<file path="src/rtl/relu_layer2_sequencer.sv">
// Drains the ReLU node queue into the layer-2 MAC over valid/ready.
// Define RELU_ZERO_SKIP_EN to drop zero-valued nodes instead of issuing them.
module relu_layer2_sequencer #(
    parameter int RELU_NODES  = 16,
    parameter int INDEX_WIDTH = 4,
    parameter int VALUE_WIDTH = 16,
    parameter int COUNT_WIDTH = 5,
    parameter int POP_LATENCY = 1
) (
    input  logic                   clk,
    input  logic                   reset_n,
    input  logic                   start,
    input  logic                   flush,
    output logic                   q_write_en,
    output logic                   q_dequeue,
    input  logic [INDEX_WIDTH-1:0] q_index,
    input  logic [VALUE_WIDTH-1:0] q_value,
    output logic                   mac_valid,
    input  logic                   mac_ready,
    output logic [INDEX_WIDTH-1:0] mac_index,
    output logic [VALUE_WIDTH-1:0] mac_value,
    output logic                   mac_last,
    output logic                   busy,
    output logic                   done,
    output logic [COUNT_WIDTH-1:0] issued_count
);

    typedef enum logic [2:0] {
        IDLE,
        LOAD,
        POP,
        WAIT,
        ISSUE,
        DONE
    } state_t;

    localparam logic [COUNT_WIDTH-1:0] LastNode =
        COUNT_WIDTH'(RELU_NODES - 1);
    localparam logic [2:0] PopLat = 3'(POP_LATENCY);

`ifdef RELU_ZERO_SKIP_EN
    localparam bit ZeroSkip = 1'b1;
`else
    localparam bit ZeroSkip = 1'b0;
`endif

    state_t                 state;
    state_t                 stateNext;
    logic [COUNT_WIDTH-1:0] nodeCnt;
    logic [COUNT_WIDTH-1:0] nodeCntNext;
    logic [COUNT_WIDTH-1:0] issuedCnt;
    logic [COUNT_WIDTH-1:0] issuedNext;
    logic [2:0]             waitCnt;
    logic [2:0]             waitCntNext;
    logic [INDEX_WIDTH-1:0] holdIndex;
    logic [VALUE_WIDTH-1:0] holdValue;
    logic                   capture;
    logic                   isLast;

    assign isLast = (nodeCnt == LastNode);

    always_ff @(posedge clk or negedge reset_n) begin
        if (!reset_n) begin
            state     <= IDLE;
            nodeCnt   <= '0;
            issuedCnt <= '0;
            waitCnt   <= '0;
            holdIndex <= '0;
            holdValue <= '0;
        end else begin
            state     <= stateNext;
            nodeCnt   <= nodeCntNext;
            issuedCnt <= issuedNext;
            waitCnt   <= waitCntNext;
            if (capture) begin
                holdIndex <= q_index;
                holdValue <= q_value;
            end
        end
    end

    // Flush overrides everything, including a transfer on the same edge.
    always_comb begin
        stateNext   = state;
        nodeCntNext = nodeCnt;
        issuedNext  = issuedCnt;
        waitCntNext = waitCnt;
        capture     = 1'b0;
        if (flush) begin
            stateNext = IDLE;
        end else begin
            unique case (state)
                IDLE: begin
                    if (start) begin
                        stateNext  = LOAD;
                        issuedNext = '0;
                    end
                end
                LOAD: begin
                    nodeCntNext = '0;
                    stateNext   = POP;
                end
                POP: begin
                    waitCntNext = PopLat;
                    stateNext   = WAIT;
                end
                WAIT: begin
                    if (waitCnt <= 3'd1) begin
                        capture = 1'b1;
                        if (ZeroSkip && q_value == '0) begin
                            if (isLast) begin
                                stateNext = DONE;
                            end else begin
                                nodeCntNext = nodeCnt + COUNT_WIDTH'(1);
                                stateNext   = POP;
                            end
                        end else begin
                            stateNext = ISSUE;
                        end
                    end else begin
                        waitCntNext = waitCnt - 3'd1;
                    end
                end
                ISSUE: begin
                    if (mac_ready) begin
                        issuedNext = issuedCnt + COUNT_WIDTH'(1);
                        if (isLast) begin
                            stateNext = DONE;
                        end else begin
                            nodeCntNext = nodeCnt + COUNT_WIDTH'(1);
                            stateNext   = POP;
                        end
                    end
                end
                DONE: begin
                    stateNext = IDLE;
                end
                default: begin
                    stateNext = IDLE;
                end
            endcase
        end
    end

    assign q_write_en   = (state == LOAD);
    assign q_dequeue    = (state == POP);
    assign mac_valid    = (state == ISSUE);
    assign mac_last     = (state == ISSUE) && isLast;
    assign mac_index    = holdIndex;
    assign mac_value    = holdValue;
    assign busy         = (state != IDLE);
    assign done         = (state == DONE);
    assign issued_count = issuedCnt;

endmodule

</file>
<file path="config.mk">
export PLATFORM = sky130hd
export DESIGN_NAME = relu_layer2_sequencer
export DESIGN_NICKNAME = d
export VERILOG_FILES = /design/src/rtl/relu_layer2_sequencer.sv
export SDC_FILE = /design/constraint.sdc
export NUM_CORES = 1
export LEC_CHECK = 0
export CORE_MARGIN = 8
export CORE_UTILIZATION = 40
export CTS_CLUSTER_DIAMETER = 120
export DETAILED_ROUTE_END_ITERATION = 8
export PLACE_DENSITY_LB_ADDON = 0.15
export SYNTH_ARGS = -nofsm -noshare
export SYNTH_HDL_FRONTEND = slang
export SYNTH_SLANG_ARGS = --single-unit
</file>
<file path="constraint.sdc">
create_clock -name clk -period 5.1 [get_ports clk]
set_input_delay 0.765 -clock clk [delete_from_list [all_inputs] [get_ports clk]]
set_output_delay 0.765 -clock clk [all_outputs]
set_load 0.02 [all_outputs]
</file>
==> flow_summary.toml <==
[route]
drt-wirelength-per-cell_um = 15.06
first_iter_violations = 47
dr_total_vias = 1341
route.detailed.drc = 0
post_drt_via_cell_ratio = 5.158
antenna_left = 0
drt_first_pass_iters = 4
wl_um = 3915

[setup_path]
max_stage_delay_ns = 0.60
rr_startpoint = "waitCnt[1]$_DFFE_PN0P_"
worstPathCellList = "or3b_1, inv_2, and2_1, clkdlybuf4s50_1"
worst_setup_path_end_kind = "output pin"
arrival_ns = 2.36
critPathBufInv = 2
r2r_cells = 6
slowest_stage = "clkdlybuf4s50_1"
crit_required_ns = 4.34
path_max_fanout = 18
startpoint = "state[0]$_DFFE_PN0P_"
rr_endpoint = "mac_value[5]$_DFFE_PN0P_"
crit_type = "flip-flop to output pin"
reg2reg_slack_ns = 2.72
critPathLaunchType = "flip-flop"
critPathTopFamily = "buffers and inverters"

[placed_design]
hpwl_um = 2887
gp_congestion = 0.7606
port_buffers = 55
dp_slack_ns = 2.151

[synthesis]
syn_area_um2 = 1717
yosys.area.top_type_share_pct = 52.48
postSynthAreaPerCell_um2 = 11.29
synth.area.top_cells = "dfrtp_1 52%, mux2_1 13%, ha_1 3.6%"
ys_warn_count = 0
synthDistinctLibCells = 38
yosys.area.top_type = "dfrtp_1"
syn_inst = 152
synth_nets = 182
yosysSeqAreaShare_pct = 52.48
ys_ff_latch = 36

[timing]
post-route-min-period_ns = 3.128
hold_violations = 0
max_freq_mhz = 319.7
worst_pin_slew_ns = 0.8946
slew_violations = 0
setup_tns_ns = 0
finalSetupViolations = 0
finClkSkew_ns = 0.005719
final.setup.worst_slack_ns = 1.972
slew_headroom_pct = 40.36
fin_crit_sh_pct = 61.34
rsz0062_at_grt = "no"

[floorplan]
die-area_um2 = 6644
die_x_um = 81.51
core-area_um2 = 4234
initial_core_util_pct = 40.54
num_rows = 24
die_h_um = 81.51
ioPinCount = 56

[power]
p_total_mw = 1.100
ir_worst_vdd_v = 0.0001942
p_leak_nw = 1.052
cellPowerDensity_nw_per_um2 = 458.5

[cells_and_area]
final_util_pct = 56.68
layout-drive-gt1-share_pct = 5.288
seqCellArea_um2 = 900.9
num-nets-final = 237
fillCellCount = 351
area_growth_pct = 39.80
multi_input_area_um2 = 745.7
antenna_cells = 0

[grt]
met3_usage_pct = 4.814
grt_use_total_pct = 12.33
grt_pass1_vias = 1258
top_usage_layer = "met2"
grtUsageMet2_pct = 17.90
overflow = 0
grt_max_degree = 37
antenna_found_initial = 0
grt_pass1_wl_um = 6354
grt_util_met1_pct = 16.31

[clock_network]
clk_latency_ns = 0.29
root_buffer = "clkbuf_8"
cts_tree = "yes"
clkSinkCount = 36
holdBufCountCts = 0
post_cts_buffers = 0
cts_buffer_depth = 2
clk_pin_slew_ns = 0.07
numCtsBuffers = 5
ctsHtreeMaxLevel = 2
cts_resized = 0

[run_status]
status = "finished clean"

[worst_hold_path]
min_from = "issued_count[4]$_DFFE_PN0P_"
whs_endpoint = "issued_count[4]$_DFFE_PN0P_"
hold_depth = 1
min_path_type = "flip-flop to flip-flop"

[flow_run]
drv_cap = 0
-- routing by layer --
layer  up-vias  routed length, um
li1        655                  -
met1       626               1756
met2        55               1705
met3         5                404
met4         0                 49
met5         -                  0
-- flip-flops by register name, summed over array words and instances (netlist names) --
register      cells
nodeCnt           5
issued_count      5
mac_index         4
state             3
waitCnt           3
mac_value        16
-- kinds of logic (layout without fill, tap and decap cells) --
family                     after synthesis  after routing  synth area share, %
and+or+nand+nor                         45             45                14.80
DFF                                     36             36                52.48
adders and majority gates                5              5                3.644
muxes                                   21             21                13.70
AOI/OAI and AO/OA                       31             31                11.30
buffers and inverters                   14             70                4.081
-- report_power, final --
group	switching, mW	total [mW]	internal [mW]
Sequential	0.0534	0.426	0.373
Clock	0.0989	0.244	0.145
Combinational	0.209	0.430	0.220
-- cells in the final DEF, fill, tap and decap left out, types with 2 or more instances in the layout --
master,synthesis,final
ha_1,5,5
a31oi_1,2,2
nor3b_1,2,2
a21oi_1,2,2
and2_1,2,2
nor2_1,9,9
inv_1,5,5
o21ai_1,9,9
clkdlybuf4s50_1,0,55
nand4_1,2,2
nand2b_1,4,4
clkbuf_8,0,5
nor2b_1,3,3
o41ai_1,2,2
dfrtp_1,36,36
and3_1,3,3
o21ai_0,8,8
o31ai_1,4,4
mux2_1,20,20
or2_1,2,2
nand2_1,9,9
-- worst max-delay path by stage --
| stage | endpoint | slack, ns | cells past startpoint |
|---|---|---|---|
| floorplan | mac_last | 2.94 | 5 |
| global placement | mac_index[2]$_DFFE_PN0P_ | 2.27 | 4 |
| detailed placement | mac_value[15]$_DFFE_PN0P_ | 2.15 | 4 |
| CTS | mac_last | 1.95 | 4 |
| global route | mac_last | 1.85 | 4 |
| finish | mac_last | 1.97 | 4 |
-- metrics by stage --
| stage | hold slack (ns) | instance area (um^2) | std cells |
|---|---|---|---|
| finish | 0.4786 | 2400 | 260 |
| floorplan | 0.4485 | 1717 | 152 |
| global route | 0.5000 | 2400 | 260 |
| CTS | 0.4801 | 2400 | 260 |
| global placement | 0.4610 | 2292 | 252 |
| detailed placement | 0.4645 | 2292 | 252 |
-- Yosys cell counts --
master     number
a21oi_1         2
a22o_1          1
a2bb2oi_1       1
a31oi_1         2
a32oi_1         1
and2_1          2
and3_1          3
and3b_1         1
buf_2           2
buf_4           2
buf_6           1
clkbuf_1        3
dfrtp_1        36
ha_1            5
inv_1           5
inv_2           1
mux2_1         20
mux2i_1         1
nand2_1         9
nand2b_1        4
nand3_1         1
nand4_1         2
nand4b_1        1
nor2_1          9
nor2b_1         3
nor3_1          1
nor3b_1         2
nor4bb_1        1
o21ai_0         8
o21ai_1         9
o31ai_1         4
o31ai_2         1
o41ai_1         2
or2_1           2
or3_1           1
or3_4           1
or3b_1          1
or4_1           1
-- final cells by class --
cell class,instances,area share (%)
multi-input cells,102,31.07
clock buffers,6,3.024
well taps,52,2.711
repair buffers,56,23.25
inverters,6,0.9385
clock inverters,2,1.460
flip-flops and latches,36,37.54
Power figures use the tool's default switching activity.
